## config.mk

```make
export PLATFORM = sky130hd
export DESIGN_NAME = mult_div_unit
export DESIGN_NICKNAME = d
export VERILOG_FILES = /design/src/rtl/cpu_pkg.sv /design/src/rtl/div_step.sv /design/src/rtl/mult_div_unit.sv
export SDC_FILE = /design/constraint.sdc
export NUM_CORES = 1
export LEC_CHECK = 0
export ABC_AREA = 1
export BUFFER_PORTS_ARGS = -buffer_cell sky130_fd_sc_hd__buf_2
export CORE_MARGIN = 10
export CORE_UTILIZATION = 45
export CTS_BUF_LIST = sky130_fd_sc_hd__clkbuf_4
export DETAILED_ROUTE_END_ITERATION = 8
export GPL_TIMING_DRIVEN = 0
export PLACE_DENSITY_LB_ADDON = 0.1
export SLEW_MARGIN = 20
export SYNTH_ARGS = -nofsm -noshare
export SYNTH_HDL_FRONTEND = slang
export SYNTH_SLANG_ARGS = --single-unit
```

## constraint.sdc

```tcl
create_clock -name clk -period 3.1 [get_ports clk]
set_input_delay 0.155 -clock clk [delete_from_list [all_inputs] [get_ports clk]]
set_output_delay 0.155 -clock clk [all_outputs]
set_load 0.02 [all_outputs]
```

## src/rtl/cpu_pkg.sv

```systemverilog
// Shared definitions for the multicycle MIPS datapath: MULT/DIV encodings,
// funct codes used by the control unit, and the mult_div_unit state set.
package cpu_pkg;

   localparam int WIDTH_DEF = 32;

   localparam logic OP_MULT = 1'b0;
   localparam logic OP_DIV  = 1'b1;

   localparam logic [5:0] FUNCT_MULT = 6'h18;
   localparam logic [5:0] FUNCT_DIV  = 6'h1a;

   typedef enum logic [2:0] {
      S_IDLE     = 3'd0,
      S_MULT_RUN = 3'd1,
      S_DIV_RUN  = 3'd2,
      S_FIX      = 3'd3,
      S_DONE     = 3'd4,
      S_DZ       = 3'd5
   } md_state_e;

endpackage

```

## src/rtl/div_step.sv

```systemverilog
// One restoring-division step on unsigned magnitudes: shift in the next
// dividend bit, trial-subtract the divisor, keep the difference if non-negative.
module div_step #(
   parameter int WIDTH = 32
) (
   input  logic [WIDTH-1:0] rem_i,
   input  logic [WIDTH-1:0] divisor_i,
   input  logic             bit_i,
   output logic [WIDTH-1:0] rem_o,
   output logic             q_o
);

   logic [WIDTH:0] shifted;
   logic [WIDTH:0] trial;

   // rem_i < divisor_i, so the trial difference always fits WIDTH+1 bits signed.
   assign shifted = {rem_i, bit_i};
   assign trial   = shifted - {1'b0, divisor_i};
   assign q_o     = ~trial[WIDTH];
   assign rem_o   = q_o ? trial[WIDTH-1:0] : shifted[WIDTH-1:0];

endmodule

```

## src/rtl/mult_div_unit.sv

```systemverilog
// Multicycle signed MULT/DIV unit: radix-2 Booth multiply and restoring divide,
// one bit per cycle, results committed to HI/LO with a done/div0 handshake.
module mult_div_unit
   import cpu_pkg::*;
#(
   parameter int WIDTH = WIDTH_DEF,
   parameter int CNT_W = 6
) (
   input  logic             clk,
   input  logic             reset_in,
   input  logic             start,
   input  logic             op,
   input  logic [WIDTH-1:0] a,
   input  logic [WIDTH-1:0] b,
   output logic [WIDTH-1:0] hi,
   output logic [WIDTH-1:0] lo,
   output logic             busy,
   output logic             done,
   output logic             div0
);

   md_state_e          state_q, state_d;
   logic [CNT_W-1:0]   cnt_q, cnt_d;
   logic               op_q, op_d;
   logic [2*WIDTH:0]   acc_q, acc_d;
   logic [WIDTH-1:0]   mcand_q, mcand_d;
   logic [WIDTH-1:0]   rem_q, rem_d;
   logic [WIDTH-1:0]   quo_q, quo_d;
   logic [WIDTH-1:0]   dvsr_q, dvsr_d;
   logic               negq_q, negq_d;
   logic               negr_q, negr_d;
   logic [WIDTH-1:0]   hi_q, hi_d;
   logic [WIDTH-1:0]   lo_q, lo_d;
   logic               busy_q, done_q, div0_q;

   logic [WIDTH-1:0]   a_mag, b_mag;
   logic [WIDTH-1:0]   acc_hi;
   logic [WIDTH:0]     booth_sum;
   logic [WIDTH-1:0]   step_rem;
   logic               step_q;
   logic               last_step;

   // 0x80000000 maps to itself, which is the correct unsigned magnitude.
   assign a_mag     = a[WIDTH-1] ? -a : a;
   assign b_mag     = b[WIDTH-1] ? -b : b;
   assign acc_hi    = acc_q[2*WIDTH:WIDTH+1];
   assign last_step = (cnt_q == CNT_W'(WIDTH-1));

   // Sum kept one bit wider so the most negative multiplicand cannot overflow.
   always_comb begin
      booth_sum = {acc_hi[WIDTH-1], acc_hi};
      case (acc_q[1:0])
         2'b01:   booth_sum = {acc_hi[WIDTH-1], acc_hi} + {mcand_q[WIDTH-1], mcand_q};
         2'b10:   booth_sum = {acc_hi[WIDTH-1], acc_hi} - {mcand_q[WIDTH-1], mcand_q};
         default: booth_sum = {acc_hi[WIDTH-1], acc_hi};
      endcase
   end

   div_step #(.WIDTH(WIDTH)) u_div_step (
      .rem_i     (rem_q),
      .divisor_i (dvsr_q),
      .bit_i     (quo_q[WIDTH-1]),
      .rem_o     (step_rem),
      .q_o       (step_q)
   );

   always_comb begin
      state_d = state_q;
      cnt_d   = cnt_q;
      op_d    = op_q;
      acc_d   = acc_q;
      mcand_d = mcand_q;
      rem_d   = rem_q;
      quo_d   = quo_q;
      dvsr_d  = dvsr_q;
      negq_d  = negq_q;
      negr_d  = negr_q;
      hi_d    = hi_q;
      lo_d    = lo_q;
      case (state_q)
         S_IDLE: begin
            if (start) begin
               op_d  = op;
               cnt_d = '0;
               if (op == OP_MULT) begin
                  mcand_d = a;
                  acc_d   = {{WIDTH{1'b0}}, b, 1'b0};
                  state_d = S_MULT_RUN;
               end else if (b == '0) begin
                  state_d = S_DZ;
               end else begin
                  dvsr_d  = b_mag;
                  quo_d   = a_mag;
                  rem_d   = '0;
                  negq_d  = a[WIDTH-1] ^ b[WIDTH-1];
                  negr_d  = a[WIDTH-1];
                  state_d = S_DIV_RUN;
               end
            end
         end
         S_MULT_RUN: begin
            acc_d = {booth_sum, acc_q[WIDTH:1]};
            cnt_d = cnt_q + CNT_W'(1);
            if (last_step) state_d = S_FIX;
         end
         S_DIV_RUN: begin
            rem_d = step_rem;
            quo_d = {quo_q[WIDTH-2:0], step_q};
            cnt_d = cnt_q + CNT_W'(1);
            if (last_step) state_d = S_FIX;
         end
         S_FIX: begin
            if (op_q == OP_MULT) begin
               hi_d = acc_q[2*WIDTH:WIDTH+1];
               lo_d = acc_q[WIDTH:1];
            end else begin
               lo_d = negq_q ? -quo_q : quo_q;
               hi_d = negr_q ? -rem_q : rem_q;
            end
            state_d = S_DONE;
         end
         S_DONE:  state_d = S_IDLE;
         S_DZ:    state_d = S_IDLE;
         default: state_d = S_IDLE;
      endcase
   end

   // Handshake outputs are registered from the state, so they trail it by one cycle.
   always_ff @(posedge clk or negedge reset_in) begin
      if (!reset_in) begin
         state_q <= S_IDLE;
         cnt_q   <= '0;
         op_q    <= 1'b0;
         acc_q   <= '0;
         mcand_q <= '0;
         rem_q   <= '0;
         quo_q   <= '0;
         dvsr_q  <= '0;
         negq_q  <= 1'b0;
         negr_q  <= 1'b0;
         hi_q    <= '0;
         lo_q    <= '0;
         busy_q  <= 1'b0;
         done_q  <= 1'b0;
         div0_q  <= 1'b0;
      end else begin
         state_q <= state_d;
         cnt_q   <= cnt_d;
         op_q    <= op_d;
         acc_q   <= acc_d;
         mcand_q <= mcand_d;
         rem_q   <= rem_d;
         quo_q   <= quo_d;
         dvsr_q  <= dvsr_d;
         negq_q  <= negq_d;
         negr_q  <= negr_d;
         hi_q    <= hi_d;
         lo_q    <= lo_d;
         busy_q  <= (state_q == S_MULT_RUN) || (state_q == S_DIV_RUN) || (state_q == S_FIX);
         done_q  <= (state_q == S_DONE) || (state_q == S_DZ);
         div0_q  <= (state_q == S_DZ);
      end
   end

   assign hi   = hi_q;
   assign lo   = lo_q;
   assign busy = busy_q;
   assign done = done_q;
   assign div0 = div0_q;

endmodule

```

==> results by group, run 1 <==
Floorplanning
  • Initial core utilization: 45.35%
  • Chip height: 236.2 um
  • DIE AREA: around 0.056 mm^2
  • Num rows: 79
  • Die W: 236.2 um
  • Core Area: 0.04636 mm^2
  • I/O pins: approximately 140

Synthesis
  • Synth Area in XOR/XNOR: 3.874%
  • Synth Cell Area: 0.02103 mm^2
  • Post-synth ARST share: 100.0%
  • Cells after Synth: 3269
  • Post-synthesis compound-gate area fraction: 13.68%
  • Largest family of logic cells by synthesized area: simple AND/OR/NAND/NOR gates
  • Syn_nets: ~3400
  • FF+latch count, synth: 272
  • Simple logic cell fraction of the synthesized area: 35.90%
  • Unique cell type count in the Yosys netlist: 49
  • Mapped Avg Cell Area: 6.432 um^2
  • Seq/Total Area, Yosys: 32.37%
  • Main area contributors after synthesis: dfrtp_1 32%, nand2_1 19%, inv_1 7.3%, nand3_1 6.2%, nor2_1 6.0%
  • Number of synthesized flops with an enable pin: 0
  • Multiplexer share of the synthesized area: 0%
  • Area share of fa/ha/maj cells after synthesis: 4.416%
  • Top cell type's share of synthesized area: about a third
  • Syn. warnings: 0
  • Top FF cell, synth: dfrtp_1
  • Dominant cell type by area after synthesis: dfrtp_1

Final layout
  • Finished Core Util: 53.91%
  • Commonest non-fill, non-tap cell in the layout: nand2_1
  • Nets: between 3000 and 4000
  • Share of cells above drive strength 1: 12.38%
  • Most frequent cells in the layout: 1038 x nand2_1, 398 x inv_1, 320 x nor2_1
  • Synthesis-to-layout area growth: 18.86%

Route
  • WL final: roughly 87000 um
  • Initial DRT Pass Iterations: 6
  • Final ANT Viol Nets: 0
  • DRC: 0
  • Via Count: about 24000
  • Drt initial violations: 2076
  • Routed wire per std cell: 20.45 um
  • Vias per cell: 5.534

Min path
  • Hold WC Path Type: input port to register

Setup path
  • Crit end category: register
  • Crit-path max FO: 5
  • Worst Path Arrival: 3.77 ns
  • Critical-path top delay cell: dfrtp_2
  • Critical path startpoint category: register
  • Crit Path Class: register to register
  • Delay of the slowest critical-path stage: 0.42 ns
  • WP data required: 3.88 ns
  • Cell Chain, Critical Path: nor2_1 > nand4_1 > buf_4 > nor2_4 > nand2_2 > o21ai_4 > o21ai_2 > xor2_2 > ha_4 > nand2_1 > nor2_1 > inv_2 > nor4_4 > nand3_2 > nand2_1 > nand2_1 > nand3_1 > nand2_1
  • CP delay by family, top: simple AND/OR/NAND/NOR gates
  • Buf/Inv on CP: 2
  • Cell mode on critical path: nand2_1

Clocking
  • Clock Pin Slew Worst Setup and Hold Paths: 0.07 ns
  • Htree depth: 3
  • CTS Buf Count: just over 80
  • CTS Buffer Depth: 3
  • TritonCTS clock tree: yes
  • Sink Count: 272
  • Clk Latency, worst-skew pair: 0.90 ns
  • CTS Root Cell: clkbuf_4

Timing
  • Worst setup margin: 0.1073 ns
  • Worst slew margin: 35.86%
  • Minimum clock period: ~3 ns
  • Final period utilization: 96.54%
  • Worst hold margin: 0.1021 ns
  • Final setup viols: 0
  • Worst slew pin tran: 0.9620 ns
  • Fmax: roughly 330 MHz
  • Final Hold Fails: 0
  • Clock Skew: 0.1226 ns
  • RSZ-0062 raised after global routing: yes
  • Final Slew Violations: 0

Global route
  • Gr busiest metal: met2
  • Initial antenna violation count: 6
  • Met2 GRT Util: 48.74%
  • Vias in the first global route: 22525
  • Tot GR Track Use: 29.90%
  • Global-route wire length before repair: 131000 um
  • Met3 usage: 5.323%
  • Met1 Usage GRT: 37.96%
  • Gr ovfl total: 0
  • Largest net degree at the start of global routing: 92

Placed design
  • DP Worst Slack: -0.5044 ns
  • Number of port buffers: approximately 130
  • Gpl congestion: ~0.95
  • Post-DP HPWL: 68920 um

Power and ir drop
  • Pwr/cell area: 1320 mW/mm^2
  • VDD IR max: 0.0008722 V
  • Leak: ~13 nW

Run status
  • Outcome: finished, final reports clean

Job
  • Total of max-cap violations: 0
[repair_timing]
action / 4_1_cts / 5_1_grt
buffers inserted: 2 / 15
resized for setup: 31 / 109
hold buffers: 77 / 0
endpoints found under the setup margin: 18 / 23
endpoints found under the hold margin: 341 / 0
pin swaps: 8 / 35
[final cells by class]
class,count,area [um^2]
fillers,4756,21370
multi-input cells,2478,12640
flip-flops and latches,272,6809
repair buffers,230,1674
inverters,415,1563
clock buffers,114,855.8
well taps,607,759.5
plain buffers,104,499.2
clock inverters,29,176.4
diodes,4,10.01
[flip-flops by register name (all words and copies together), names as in the netlist]
| register | count |
|---|---|
| acc_q | 65 |
| dvsr_q | 32 |
| hi | 32 |
| lo | 32 |
| mcand_q | 32 |
| quo_q | 32 |
| rem_q | 32 |
| cnt_q | 6 |
| state_q | 3 |
| busy | 1 |
| div0 | 1 |
| done | 1 |
| negq_q | 1 |
| negr_q | 1 |
| op_q | 1 |
[kinds of logic after synthesis]
family                   Yosys count
adder cells (fa/ha/maj)           73
flip-flops                       272
AO/OA/AOI/OAI                    500
AND/OR/NAND/NOR                 1812
buffers and inverters            519
XOR/XNOR                          93
[routing by layer]
layer | up-vias | part of all wire, % | routed length [um]
met5 | - | 0.029 | 25
met4 | 4 | 4.4 | 3869
met3 | 229 | 7.2 | 6228
met2 | 951 | 46 | 40170
met1 | 11108 | 42 | 36680
li1 | 11242 | - | -
[final timing paths]
check                      startpoint          end  slack (ns)  cells past startpoint
setup / recovery           mcand_q[4]    acc_q[63]        0.11                     18
hold / removal                  a[17]  mcand_q[17]        0.10                      4
setup reg to reg           mcand_q[4]    acc_q[63]        0.11                     18
hold reg to reg                 lo[8]        lo[8]        0.48                      2
max in group asynchronous    reset_in   mcand_q[4]        1.91                      5
min in group asynchronous    reset_in    acc_q[62]        0.47                      4
[cell usage after synthesis (5+ instances only)]
cell type	number
nand2_1	1051
inv_1	407
nor2_1	337
dfrtp_1	272
nand3_1	261
o21ai_0	204
a21oi_1	130
xor2_1	75
ha_1	71
o211ai_1	57
clkbuf_1	53
nor3_1	44
nand4_1	42
a22oi_1	27
nand3b_1	23
buf_2	22
o21ai_1	19
xnor2_1	18
buf_1	14
o21bai_1	13
o221ai_1	11
a31oi_1	10
buf_4	10
and2_1	9
nor2_2	9
nor4_1	9
o22ai_1	9
nand2_2	8
or2_2	6
buf_6	5
inv_2	5
nand3_2	5
o21a_1	5
[power breakdown]
group / switching (mW) / internal [mW] / leakage (nW) / total, mW
Combinational: 15.1 / 7.14 / 8.89 / 22.3
Sequential: 1.85 / 5.21 / 3.40 / 7.07
Clock: 1.76 / 1.86 / 0.602 / 3.63
[per-stage QoR]
stage / power, mW / std cells / cell area, um^2 / setup TNS (ns)
2_1_floorplan: 20.62 / 3269 / 21030 / 0
3_3_place_gp: 27.23 / 4009 / 22450 / -897.07
3_5_place_dp: 27.50 / 4012 / 22540 / -4.612
4_1_cts: 31.63 / 4234 / 24480 / -0.03081
5_1_grt: 35.69 / 4253 / 24990 / -1.142
6_report: 32.98 / 4253 / 24990 / 0
[tightest hold or removal path, delay by kind of cell]
kind                   cells  cell delay, ns
AND/OR/NAND/NOR            2            0.12
buffers and inverters      2            0.68
No activity file was read; power rests on OpenSTA's default activity.
==> run 2, diff against run 1 <==
--- a/config.mk
+++ b/config.mk
@@ -6,8 +6,9 @@
 export NUM_CORES = 1
 export LEC_CHECK = 0
 export ABC_AREA = 1
+export ABC_CLOCK_PERIOD_IN_PS = 3050
 export BUFFER_PORTS_ARGS = -buffer_cell sky130_fd_sc_hd__buf_2
-export CORE_MARGIN = 10
+export CORE_MARGIN = 5
 export CORE_UTILIZATION = 45
 export CTS_BUF_LIST = sky130_fd_sc_hd__clkbuf_4
 export DETAILED_ROUTE_END_ITERATION = 8
==> constraint.sdc (replaced) <==
create_clock -name clk -period 3.05 [get_ports clk]
set_input_delay 0.1525 -clock clk [delete_from_list [all_inputs] [get_ports clk]]
set_output_delay 0.1525 -clock clk [all_outputs]
set_load 0.02 [all_outputs]
==> results by group, run 2 (synthesis gave the netlist of run 1 again) <==
Timing
  • Worst hold margin: 0.1120 ns
  • Final setup viols: 0
  • Worst slew margin: between 30% and 40%
  • Final Slew Violations: 0
  • Worst slew pin tran: 0.9579 ns
  • Final period utilization: a little over nine tenths
  • Fmax: 331.3 MHz
  • Final Hold Fails: 0
  • RSZ-0062 raised after global routing: yes
  • Minimum clock period: 3.018 ns
  • Clock Skew: 0.09334 ns

Setup path
  • R2R cell count: 19
  • Worst Path Arrival: 3.77 ns
  • Crit Path Class: register to register
  • WP data required: 3.80 ns
  • Crit-path max FO: 5
  • Critical path startpoint category: register
  • Crit end category: register

Route
  • DRC: 0
  • Drt initial violations: about 2300
  • Final ANT Viol Nets: 0
  • Via Count: 23776
  • Vias per cell: 5.560
  • WL final: 86430 um
  • Routed wire per std cell: 20.21 um
  • Initial DRT Pass Iterations: 6

Power and ir drop
  • Switching share of power: 56.39%
  • Leak: 13.00 nW
  • Comb power frac: 68.3%
  • Pwr Total: 34.33 mW
  • Pwr/cell area: 1349 mW/mm^2
  • NetSw: 19.36 mW
  • Sequential share of power: 21.0%
  • VDD IR max: 0.0009078 V
  • P_int: about 15 mW
  • Clock power frac: 10.7%

Placed design
  • Cell Area, Placed: 0.02254 mm^2
  • Number of port buffers: 133
  • Post-DP HPWL: 68050 um
  • Gpl congestion: roughly 1.0
  • Cells after DPL: roughly 4000

Run status
  • Outcome: finished, final reports clean

Final layout
  • Nets: 3740
  • Largest Register: acc_q
  • Fillers: 4701
  • Most frequent cells in the layout: 1023 x nand2_1, 394 x inv_1, 313 x nor2_1
  • Synthesis-to-layout area growth: 21.04%
  • Commonest non-fill, non-tap cell in the layout: nand2_1
  • Final cell count without fillers: 4276
  • Share of cells above drive strength 1: 14.39%
  • Fin area: ~0.025 mm^2
  • Largest register FFs: 65

Floorplanning
  • Core Area: between 0.04 and 0.05 mm^2
  • Chip height: between 200 and 250 um
  • Die W: 226.2 um
  • DIE AREA: roughly 0.051 mm^2
  • Num rows: 79
  • Initial core utilization: 45.35%
  • I/O pins: 135

Clocking
  • CTS Buf Count: 84
  • CTS Buffer Depth: 3
  • Htree depth: 3
  • TritonCTS clock tree: yes
  • Clk Latency, worst-skew pair: ~0.85 ns
  • Clock Pin Slew Worst Setup and Hold Paths: 0.06 ns
  • CTS Root Cell: clkbuf_4
  • Sink Count: 272

Job
  • Total of max-cap violations: 0

Global route
  • Vias in the first global route: 22393
  • Initial antenna violation count: 2
  • Largest net degree at the start of global routing: 82
  • Gr ovfl total: 0
  • Tot GR Track Use: 32.77%
  • Global-route wire length before repair: 129500 um

Min path
  • Hold WC Path Type: input port to register
  • Worst hold stages: 4
==> run 2: cell types whose count changed in the layout (fill, tap and decap cells not counted), sizes merged <==
| cell | previous run | this run |
|---|---|---|
| diode | 4 | 6 |
| clkbuf | 166 | 173 |
| dlygate4sd3 | 76 | 80 |
| clkinvlp | 1 | 0 |
| bufinv | 2 | 1 |
| buf | 206 | 216 |
| clkinv | 27 | 29 |
==> run 2: repair_timing <==
item                                    in CTS  in global routing
endpoints found under the setup margin      21                 20
endpoints found under the hold margin      331                  0
buffers inserted                            11                 16
hold buffers                                81                  0
resized for setup                           56                169
pin swaps                                   11                 42
==> run 2: final timing paths <==
kind	from	end	slack (ns)
min in group asynchronous	reset_in	cnt_q[1]	0.45
min	a[29]	mcand_q[29]	0.11
max	mcand_q[5]	acc_q[57]	0.03
max in group asynchronous	reset_in	dvsr_q[20]	1.72
min reg2reg	lo[21]	lo[21]	0.47
max reg2reg	mcand_q[5]	acc_q[57]	0.03
==> run 2: power by group through the flow <==
stage	registers (mW)	logic, mW	clock network [mW]
final	7.20	23.4	3.69
after global routing	7.35	25.7	3.94
after CTS	7.06	21.5	3.75
after detailed placement	7.09	20.7	0
after global placement	7.07	20.5	0
after floorplan	6.86	14.1	0
==> run 2: cell type report <==
class | count | area (um^2) | area share, %
multi-input cells | 2478 | 12950 | 50.88
flip-flops and latches | 272 | 6813 | 26.77
repair buffers | 244 | 1797 | 7.060
inverters | 415 | 1560 | 6.131
clock buffers | 121 | 908.4 | 3.569
well taps | 607 | 759.5 | 2.984
plain buffers | 104 | 504.2 | 1.981
clock inverters | 29 | 143.9 | 0.5654
diodes | 6 | 15.01 | 0.05900
==> run 2: worst max-delay path: stages, from the launching register on <==
cell and delay, ns:
dfrtp_1 0.40, inv_2 0.09, nand2_2 0.08, nor3_2 0.14, nand2_1 0.11, nor2_4 0.18, buf_6 0.12, a31oi_1 0.08
xor2_1 0.22, inv_1 0.14, ha_4 0.33, nand2_2 0.11, nor2_4 0.13, inv_2 0.08, nor3_4 0.22, nand4_1 0.19
nand2_1 0.10, nand2_1 0.05, nand3_1 0.06, nand2_1 0.07
==> run 2: metrics by stage <==
| stage | setup TNS (ns) | setup slack (ns) | util [%] |
|---|---|---|---|
| after floorplan | 0 | 0.2393 | - |
| final | 0 | 0.03192 | 54.90 |
| after CTS | -0.05242 | -0.03843 | 53.28 |
| after global routing | -1.136 | -0.1128 | 54.89 |
| after global placement | -916.75 | -3.415 | 48.43 |
| after detailed placement | -5.769 | -0.5034 | 48.63 |
==> run 2: layer usage <==
metal  wire (um)  vias up  global-route usage (%)  share of wire (%)
met5           0        -                       0                  0
met4        3792        0                   12.81                4.4
met3        5648      203                   5.278                6.5
met1       37090    11276                   43.74                 43
met2       39900      990                   53.59                 46
li1            -    11307                       -                  -
